--- src/rtl/systolic_array_load_sequencer.sv ---
// Load/compute/drain sequencer for an ARRAY_DIM x ARRAY_DIM systolic array.
// Loads weight rows, then input rows, then runs the skewed MAC phase and drains the result rows.
module systolic_array_load_sequencer #(
  parameter  int ARRAY_DIM   = 4,
  localparam int RW          = $clog2(ARRAY_DIM),
  localparam int COMPUTE_LEN = 3*ARRAY_DIM-2,
  localparam int CW          = $clog2(COMPUTE_LEN)+1
) (
  input  logic                 CLK,
  input  logic                 RST,
  input  logic                 start,
  output logic                 ready,
  input  logic                 load_valid,
  output logic                 load_ready,
  output logic                 weight_load,
  output logic                 input_load,
  output logic [RW-1:0]        load_row,
  output logic                 mac_start,
  output logic                 mac_count,
  output logic [ARRAY_DIM-1:0] fifo_shift,
  output logic                 out_valid,
  output logic [RW-1:0]        row_out,
  output logic [RW:0]          iteration,
  output logic                 done
);

  localparam logic [2:0] S_IDLE    = 3'd0;
  localparam logic [2:0] S_LOAD_W  = 3'd1;
  localparam logic [2:0] S_LOAD_I  = 3'd2;
  localparam logic [2:0] S_COMPUTE = 3'd3;
  localparam logic [2:0] S_DRAIN   = 3'd4;

  localparam logic [RW:0]   ROW_LAST  = (RW+1)'(ARRAY_DIM - 1);
  localparam logic [CW-1:0] COMP_LAST = CW'(COMPUTE_LEN - 1);

  // Registered FSM state; kept as a named signal so checkers can bind to it.
  logic [2:0]    state;
  logic [RW:0]   row_cnt;
  logic [CW-1:0] comp_cnt;
  logic          beat;

  // A row beat transfers in a cycle where load_valid and load_ready are both 1;
  // load_valid while load_ready is 0 is simply not consumed.
  assign beat = load_valid && load_ready;

  always_ff @(posedge CLK) begin
    if (RST) begin
      state     <= S_IDLE;
      row_cnt   <= '0;
      comp_cnt  <= '0;
      iteration <= '0;
    end else begin
      case (state)
        S_IDLE: begin
          if (start) begin
            state     <= S_LOAD_W;
            row_cnt   <= '0;
            iteration <= iteration + 1'b1;
          end
        end
        S_LOAD_W: begin
          if (load_valid) begin
            if (row_cnt == ROW_LAST) begin
              state   <= S_LOAD_I;
              row_cnt <= '0;
            end else begin
              row_cnt <= row_cnt + 1'b1;
            end
          end
        end
        S_LOAD_I: begin
          if (load_valid) begin
            if (row_cnt == ROW_LAST) begin
              state    <= S_COMPUTE;
              row_cnt  <= '0;
              comp_cnt <= '0;
            end else begin
              row_cnt <= row_cnt + 1'b1;
            end
          end
        end
        S_COMPUTE: begin
          if (comp_cnt == COMP_LAST) begin
            state   <= S_DRAIN;
            row_cnt <= '0;
          end else begin
            comp_cnt <= comp_cnt + 1'b1;
          end
        end
        S_DRAIN: begin
          if (row_cnt == ROW_LAST) begin
            state   <= S_IDLE;
            row_cnt <= '0;
          end else begin
            row_cnt <= row_cnt + 1'b1;
          end
        end
        default: begin
          state   <= S_IDLE;
          row_cnt <= '0;
        end
      endcase
    end
  end

  always_comb begin
    ready       = (state == S_IDLE);
    load_ready  = (state == S_LOAD_W) || (state == S_LOAD_I);
    weight_load = (state == S_LOAD_W) && load_valid;
    input_load  = (state == S_LOAD_I) && load_valid;
    load_row    = beat ? row_cnt[RW-1:0] : '0;
    mac_count   = (state == S_COMPUTE);
    mac_start   = (state == S_COMPUTE) && (comp_cnt == '0);
    out_valid   = (state == S_DRAIN);
    row_out     = (state == S_DRAIN) ? row_cnt[RW-1:0] : '0;
    done        = (state == S_DRAIN) && (row_cnt == ROW_LAST);
  end

  // Row r's input FIFO shifts for a window of ARRAY_DIM cycles starting r cycles in,
  // giving the diagonal skew the array expects.
  always_comb begin
    fifo_shift = '0;
    if (state == S_COMPUTE) begin
      for (int r = 0; r < ARRAY_DIM; r++) begin
        fifo_shift[r] = (int'(comp_cnt) >= r) && (int'(comp_cnt) < r + ARRAY_DIM);
      end
    end
  end

endmodule

--- config.mk ---
export PLATFORM = sky130hd
export DESIGN_NAME = systolic_array_load_sequencer
export DESIGN_NICKNAME = d
export VERILOG_FILES = /design/src/rtl/systolic_array_load_sequencer.sv
export SDC_FILE = /design/constraint.sdc
export NUM_CORES = 1
export LEC_CHECK = 0
export BUFFER_PORTS_ARGS = -buffer_cell sky130_fd_sc_hd__buf_4
export CAP_MARGIN = 10
export CORE_UTILIZATION = 56
export DETAILED_ROUTE_END_ITERATION = 16
export PLACE_DENSITY = 0.84
export SYNTH_ARGS = -nofsm -noshare
export SYNTH_HDL_FRONTEND = slang
export SYNTH_SLANG_ARGS = --single-unit
--- constraint.sdc ---
create_clock -name CLK -period 2.8 [get_ports CLK]
set_input_delay 0.56 -clock CLK [delete_from_list [all_inputs] [get_ports CLK]]
set_output_delay 0.56 -clock CLK [all_outputs]
set_load 0.05 [all_outputs]
==> impl_table.tex, run 1 <==
\begin{tabular}{lr}
\hline
Metric & Value \\
\hline
\multicolumn{2}{l}{\textbf{Clock tree}} \\
Post-CTS setup repair buffer count & 0 \\
TritonCTS clock tree & yes \\
Total number of H-tree levels & 1 \\
Clock net sink count & 14 \\
Clock buffer count from CTS & 3 \\
Hold-fix buffers, CTS & 0 \\
Resize count post-CTS & 0 \\
Max clock buf depth & 2 \\
Clk slew on worst S/H paths & 0.09 ns \\
Root Buffer & clkbuf\_4 \\
Insertion delay to the later sink of the worst-skew pair & 0.28 ns \\
\multicolumn{2}{l}{\textbf{Global route}} \\
Wire length of the first global-routing pass & 3500 microns \\
Remaining global-route overflow & 0 \\
Combined global-route utilization of all metal layers & 0.241 \\
Initial antenna violation count & 0 \\
Via count of the first global-routing pass & 773 \\
Largest net degree at the start of global routing & 15 \\
\multicolumn{2}{l}{\textbf{Synthesis}} \\
Post-synthesis instance area & 0.00100 sq mm \\
Synthesis warning total & 0 \\
Post-synthesis cell type with the largest combined area & dfxtp\_1 \\
Cells taking the most area after synthesis & dfxtp\_1, ha\_1, xnor2\_1, nor2\_1, a21oi\_1 \\
Syn Inst Count & 111 \\
Proportion of netlist area held by the largest area contributor & 0.280 \\
Number of distinct library cell variants in the gate-level netlist after synthesis & 40 \\
Net count after synthesis & 120 \\
Avg Cell Area, Syn & 9.03 sq um \\
Number of synthesized register bits & 14 \\
Sequential cell area fraction in the yosys report & 0.280 \\
\multicolumn{2}{l}{\textbf{Floorplan}} \\
Vertical die dimension & 44.3 microns \\
Total core area & 0.00159 sq mm \\
Initial standard-cell utilization of the core & 0.629 \\
Number of placement rows & 14 \\
Floorplan die width & 44.3 microns \\
Die ar. & 0.00196 sq mm \\
Boundary Pins & 23 \\
\multicolumn{2}{l}{\textbf{Critical path}} \\
Worst setup EP type & primary output \\
Reg2reg path depth & 6 \\
Endpoint required time on the critical path & 2.24 ns \\
Start point of the critical path & state[1] \\
Worst reg2reg setup slack & 0.87 ns \\
Startpoint of the worst-slack reg-to-reg timing path & comp\_cnt[1] \\
Highest fanout seen on the critical path & 12 \\
Worst endpoint data arrival time & 2.01 ns \\
Setup CP Type & reg -> out \\
Crit Reg-Reg Endpoint & row\_cnt[1] \\
Launching element type of the critical path & flop \\
\multicolumn{2}{l}{\textbf{Timing}} \\
Number of setup violations in the final report & 0 \\
Number of slew-limit violations in the final report & 0 \\
Final Cycle Share & 0.918 \\
Worst path setup slack after routing & 0.228 ns \\
Tmin final & 2.57 ns \\
Post-Route Hold Slack & 0.477 ns \\
Unrepaired setup endpoints after global routing & false \\
Total negative setup slack & 0 ns \\
Slew HR & 0.647 \\
Number of endpoints with negative hold slack in the final report & 0 \\
Slew at the pin closest to its max-slew limit & 0.529 ns \\
Peak clock frequency supported by timing & 389 MHz \\
Clock skew after layout & 0.00133 ns \\
\multicolumn{2}{l}{\textbf{Min path}} \\
Hold Path Cell Cnt & 2 \\
Hold-critical path endpoint & row\_cnt[2] \\
Class of the most critical hold timing path & reg -> reg \\
Hold path start & row\_cnt[2] \\
\multicolumn{2}{l}{\textbf{Power}} \\
Total power density per cell area & 384 mW/mm\^{}2 \\
Leakage power total & 0.480 nW \\
Maximum resistive drop on vdd & 280 uV \\
Switching power & 0.136 mW \\
Portion of total power attributed to the clock network & 0.335 \\
Logic pwr share & 0.192 \\
Sequential Power Share & 0.473 \\
Switching share of power & 0.300 \\
Int Pwr & 0.318 mW \\
\multicolumn{2}{l}{\textbf{Final layout}} \\
Area of the multi-input gates & 647 sq um \\
Antenna diode instance count & 0 \\
Filler cells & 113 \\
Final instance count without filler cells & 155 \\
Storage cell area & 280 sq um \\
Area growth, synth to finish & 17.9\% \\
Share of layout cells above drive strength 1 & 0.290 \\
Number of nets at the end of the flow & 141 \\
Final instance area & 0.00118 sq mm \\
\multicolumn{2}{l}{\textbf{Route}} \\
Per-cell via count in the routed design & 5.58 \\
Number of DRC violations after detailed routing & 0 \\
Detailed Route Iter0 Violations & 15 \\
Final routed wire length divided by cell count & 13.1 microns \\
Drt total wl & 2030 microns \\
Number of nets with antenna violations after routing & 0 \\
Vias post-DR & 865 \\
Detailed Routing Iterations Pass 1 & 4 \\
\multicolumn{2}{l}{\textbf{Flow run}} \\
Max Cap Viol & 0 \\
\multicolumn{2}{l}{\textbf{Placed design}} \\
Pre-CTS worst setup slack & 0.548 ns \\
Cell area reported after detailed placement & 0.00114 sq mm \\
Number of port buffers & 22 \\
Gp weighted congestion & 0.818 \\
HPWL reported at the end of detailed placement & 1550 microns \\
Instance count after placement with tap cells included & 151 \\
\multicolumn{2}{l}{\textbf{Status}} \\
Status & finished, final reports clean \\
\hline
\end{tabular}
logic make-up (layout without fill, tap and decap cells):
logic type,after synthesis,count (layout),synth area share
flops,14,14,0.280
buf+inv,12,32,0.0799
mux,4,4,0.0449
xor+xnor,6,6,0.0524
compound gates,22,22,0.179
fa+ha+maj,5,5,0.0624
simple gates,48,48,0.302
state kept, by name, summed over array words and instances, names as in the netlist:
signal and flops:
comp_cnt 5, iteration 3, row_cnt 3, state 3
synth_stat cells (all sizes together):
cell type / number
xnor2: 5
a211oi: 3
a2bb2oi: 1
inv: 6
nand2b: 3
buf: 2
nor4b: 2
mux2: 1
and2b: 2
mux2i: 3
a21oi: 8
clkbuf: 4
dfxtp: 14
nand3b: 2
a2111oi: 1
nor3: 3
nand2: 3
and4bb: 2
o21a: 2
nor2b: 3
a22oi: 1
and3: 1
and2: 5
a41oi: 1
ha: 5
a21o: 1
nor4: 1
nor2: 11
or4: 1
xor2: 1
nor3b: 2
o21ai: 4
or3: 5
nand3: 2
final cells by class:
type                            count  share of cell area
Clock buffer                        4              0.0307
Inverter                            6              0.0191
Multi-Input combinational cell     85               0.548
Sequential cell                    14               0.237
Tap cell                           24              0.0254
Timing Repair Buffer               22               0.140
worst max-delay path: stages (launching register included):
cell and delay, ns:
dfxtp_1 0.65, nand3b_2 0.21, or3_1 0.41, nor2_1 0.14
and2_1 0.14, buf_4 0.19
routing by layer:
metal | share of wire | wire [microns] | track usage | up-vias
met5 | 0 | 0 | 0 | -
met4 | 0.0049 | 10 | 0.0727 | 0
met3 | 0.041 | 83 | 0.0490 | 2
met2 | 0.50 | 1030 | 0.406 | 32
met1 | 0.45 | 912 | 0.309 | 403
li1 | - | - | - | 428
stage by stage:
stage / utilization / total power, mW
floorplan: - / 0.284
global placement: 0.718 / 0.303
detailed placement: 0.718 / 0.307
CTS: 0.741 / 0.457
global route: 0.741 / 0.476
finish: 0.741 / 0.454
power groups by stage:
stage / Combinational (mW) / Sequential [mW] / Clock [mW]
floorplan: 0.0566 / 0.228 / 0
global placement: 0.0843 / 0.218 / 0
detailed placement: 0.0876 / 0.219 / 0
CTS: 0.0879 / 0.214 / 0.155
global route: 0.0931 / 0.216 / 0.167
finish: 0.0871 / 0.214 / 0.152
cell usage in the layout (no fill, tap or decap), types with 2 or more instances in the layout:
cell type	netlist	final
nor2b_1	3	3
inv_1	6	6
nor2_1	11	11
nand2_1	3	3
mux2i_1	3	3
nor3_1	3	3
o21ai_0	4	4
o21a_1	2	2
ha_1	5	5
nand3_1	2	2
and2b_2	2	2
and2_1	4	4
xnor2_1	5	5
nand2b_1	3	3
a211oi_1	3	3
a21oi_1	7	7
or3_1	5	5
dfxtp_1	14	14
buf_4	0	22
clkbuf_4	0	3
worst max-delay path by stage:
stage / endpoint / slack (ns) / depth (start not counted)
6_report: mac_start / 0.23 / 5
4_1_cts: mac_start / 0.22 / 5
3_3_place_gp: mac_start / 0.63 / 5
2_1_floorplan: load_row[0] / -0.07 / 4
5_1_grt: mac_start / 0.04 / 5
3_5_place_dp: mac_start / 0.55 / 5
(Power assumes the default switching activity.)
==> inputs of run 2 (changes only) <==
CORE_UTILIZATION = 55   (was 56)
CTS_BUF_LIST = sky130_fd_sc_hd__clkbuf_4   (was default)
GPL_TIMING_DRIVEN = 0   (was default)
PLACE_DENSITY = 0.83   (was 0.84)
clock period = 2.5 ns   (was 2.8 ns; I/O delays follow)
==> run 2 against run 1 <==
Effect of this change:
- first-iteration DRC count fell by 93%
- design area rose by 6.1%
- hold slack got worse by 0.0044 ns
- global-route usage fell by 0.27 points
- largest power group unchanged
- critical path type unchanged
- largest cell class unchanged
- flip-flop and latch count did not move
- power rose by 4.4%
- non-clock buffer count rose by 6
- sequential power rose by 11%
- clock power fell by 14%
==> impl_table.tex, run 2 (same netlist as run 1, synthesis figures left out) <==
\begin{tabular}{lr}
\hline
Metric & Value \\
\hline
\multicolumn{2}{l}{\textbf{Timing}} \\
Number of endpoints with negative hold slack in the final report & 0 (unchanged) \\
Clock skew after layout & 0.00431 ns (+0.00298 ns) \\
Number of setup violations in the final report & 0 (unchanged) \\
Tmin final & 2.35 ns \\
Peak clock frequency supported by timing & 425 MHz \\
Unrepaired setup endpoints after global routing & false \\
Slew at the pin closest to its max-slew limit & 0.514 ns (-0.0148 ns) \\
Total negative setup slack & 0 ns (unchanged) \\
Slew HR & 0.657 (+0.00962) \\
Number of slew-limit violations in the final report & 0 (unchanged) \\
Final Cycle Share & 0.942 \\
\multicolumn{2}{l}{\textbf{Floorplan}} \\
Initial standard-cell utilization of the core & 0.587 (-0.0419) \\
Number of placement rows & 15 (+1) \\
Die ar. & 0.00200 sq mm (+1.7\%) \\
Vertical die dimension & 44.7 microns (+0.86\%) \\
Floorplan die width & 44.7 microns (+0.86\%) \\
Total core area & 0.00171 sq mm (+7.1\%) \\
Boundary Pins & 23 (unchanged) \\
\multicolumn{2}{l}{\textbf{Power}} \\
Maximum resistive drop on vdd & 403 uV (+44\%) \\
Total Power Consumption & 0.474 mW (+4.4\%) \\
Leakage power total & 0.505 nW (+5.1\%) \\
Total power density per cell area & 378 mW/mm\^{}2 (-1.7\%) \\
\multicolumn{2}{l}{\textbf{Critical path}} \\
Launching element type of the critical path & flop \\
Reg2reg path depth & 7 (+1) \\
Worst endpoint data arrival time & 1.85 ns (-0.16 ns) \\
Highest fanout seen on the critical path & 10 (-2) \\
Setup CP Type & reg -> out \\
Startpoint of the worst-slack reg-to-reg timing path & comp\_cnt[1] \\
Endpoint required time on the critical path & 2.00 ns (-0.24 ns) \\
Crit Reg-Reg Endpoint & row\_cnt[1] \\
Worst setup EP type & primary output \\
Worst reg2reg setup slack & 0.45 ns (-0.42 ns) \\
\multicolumn{2}{l}{\textbf{Placed design}} \\
HPWL reported at the end of detailed placement & 1650 microns (+6.5\%) \\
Number of port buffers & 22 (unchanged) \\
Gp weighted congestion & 0.784 (-4.2\%) \\
\multicolumn{2}{l}{\textbf{Final layout}} \\
Most common cell after layout, fill and taps aside & buf\_4 \\
Largest register FFs & 5 (unchanged) \\
Storage cell area & 280 sq um (unchanged) \\
Largest register by flop count & comp\_cnt \\
Number of nets at the end of the flow & 147 (+4.3\%) \\
Highest-count cells in the layout ignoring fill and taps & buf\_4, dfxtp\_1, nor2\_1 \\
Filler cells & 149 (+32\%) \\
Area growth, synth to finish & 25.1\% \\
Area of the multi-input gates & 671 sq um (+3.7\%) \\
Share of layout cells above drive strength 1 & 0.336 (+0.0457) \\
Antenna diode instance count & 0 (unchanged) \\
\multicolumn{2}{l}{\textbf{Clock tree}} \\
Post-CTS setup repair buffer count & 0 (unchanged) \\
TritonCTS clock tree & yes \\
Hold-fix buffers, CTS & 0 (unchanged) \\
Clock net sink count & 14 (unchanged) \\
Root Buffer & clkbuf\_4 \\
Clock buffer count from CTS & 3 (unchanged) \\
Clk slew on worst S/H paths & 0.09 ns (about the same) \\
Total number of H-tree levels & 1 (unchanged) \\
Insertion delay to the later sink of the worst-skew pair & 0.28 ns (about the same) \\
Resize count post-CTS & 0 (unchanged) \\
Max clock buf depth & 2 (unchanged) \\
\multicolumn{2}{l}{\textbf{Route}} \\
Final routed wire length divided by cell count & 13.2 microns (+0.81\%) \\
Per-cell via count in the routed design & 5.42 (-2.9\%) \\
Vias post-DR & 878 (+1.5\%) \\
Detailed Route Iter0 Violations & 1 (-14) \\
Number of DRC violations after detailed routing & 0 (unchanged) \\
Drt total wl & 2140 microns (+5.4\%) \\
Number of nets with antenna violations after routing & 0 (unchanged) \\
Detailed Routing Iterations Pass 1 & 2 (-2) \\
\multicolumn{2}{l}{\textbf{Status}} \\
Status & finished, final reports clean \\
\multicolumn{2}{l}{\textbf{Global route}} \\
Wire length of the first global-routing pass & 3440 microns (-1.8\%) \\
Via count of the first global-routing pass & 804 (+4.0\%) \\
Combined global-route utilization of all metal layers & 0.238 (-0.00273) \\
Largest net degree at the start of global routing & 11 (-4) \\
Initial antenna violation count & 0 (unchanged) \\
Remaining global-route overflow & 0 (unchanged) \\
\multicolumn{2}{l}{\textbf{Flow run}} \\
Max Cap Viol & 0 (unchanged) \\
\multicolumn{2}{l}{\textbf{Min path}} \\
Hold-critical path endpoint & row\_cnt[2] \\
Hold Path Cell Cnt & 2 (unchanged) \\
Hold path start & row\_cnt[2] \\
Class of the most critical hold timing path & reg -> reg \\
\hline
\end{tabular}
[run 2: through the flow]
| step | setup WS [ns] | instance area (sq um) | hold WS [ns] | utilization | std cells |
|---|---|---|---|---|---|
| finish | 0.146 | 1250 | 0.472 | 0.734 | 162 |
| global route | 0.0186 | 1250 | 0.496 | 0.734 | 162 |
| CTS | 0.134 | 1250 | 0.475 | 0.734 | 162 |
| detailed placement | 0.451 | 1230 | 0.460 | 0.719 | 158 |
| global placement | 0.484 | 1230 | 0.449 | 0.719 | 158 |
| floorplan | 0.0155 | 1030 | 0.435 | - | 111 |
[run 2: worst max-delay path by stage]
stage                 to  cells past startpoint  startpoint  slack (ns)
2_1_floorplan  mac_start                      5    state[1]        0.02
3_3_place_gp   mac_start                      6    state[1]        0.48
4_1_cts        mac_start                      6    state[1]        0.13
6_report       mac_start                      6    state[1]        0.15
3_5_place_dp   mac_start                      6    state[1]        0.45
5_1_grt        mac_start                      6    state[1]        0.02
[run 2: where the power goes]
group / internal (mW) / switching [mW]
sequential: 0.230 / 0.00691
combinational: 0.0416 / 0.0647
clock: 0.0578 / 0.0726
[run 2: layout make-up]
class / count / area share
Clock inverter: 1 / 0.00299
Buffer: 6 / 0.0459
Inverter: 6 / 0.0180
Timing Repair Buffer: 22 / 0.132
Clock buffer: 3 / 0.0180
Sequential cell: 14 / 0.224
Multi-Input combinational cell: 85 / 0.535
Tap cell: 25 / 0.0250
[run 2: worst max-delay path, stage by stage (launching register included)]
cell,delay (ns)
dfxtp_1,0.37
clkbuf_8,0.20
nand3b_2,0.12
or3_1,0.43
nor2_2,0.14
and2_1,0.14
buf_4,0.19
[run 2: routing by layer]
layer | GRT usage | up-vias | routed length, microns
met4 | 0.103 | 0 | 38
li1 | - | 445 | -
met3 | 0.0408 | 6 | 60
met2 | 0.418 | 15 | 1100
met5 | 0 | - | 0
met1 | 0.284 | 412 | 946
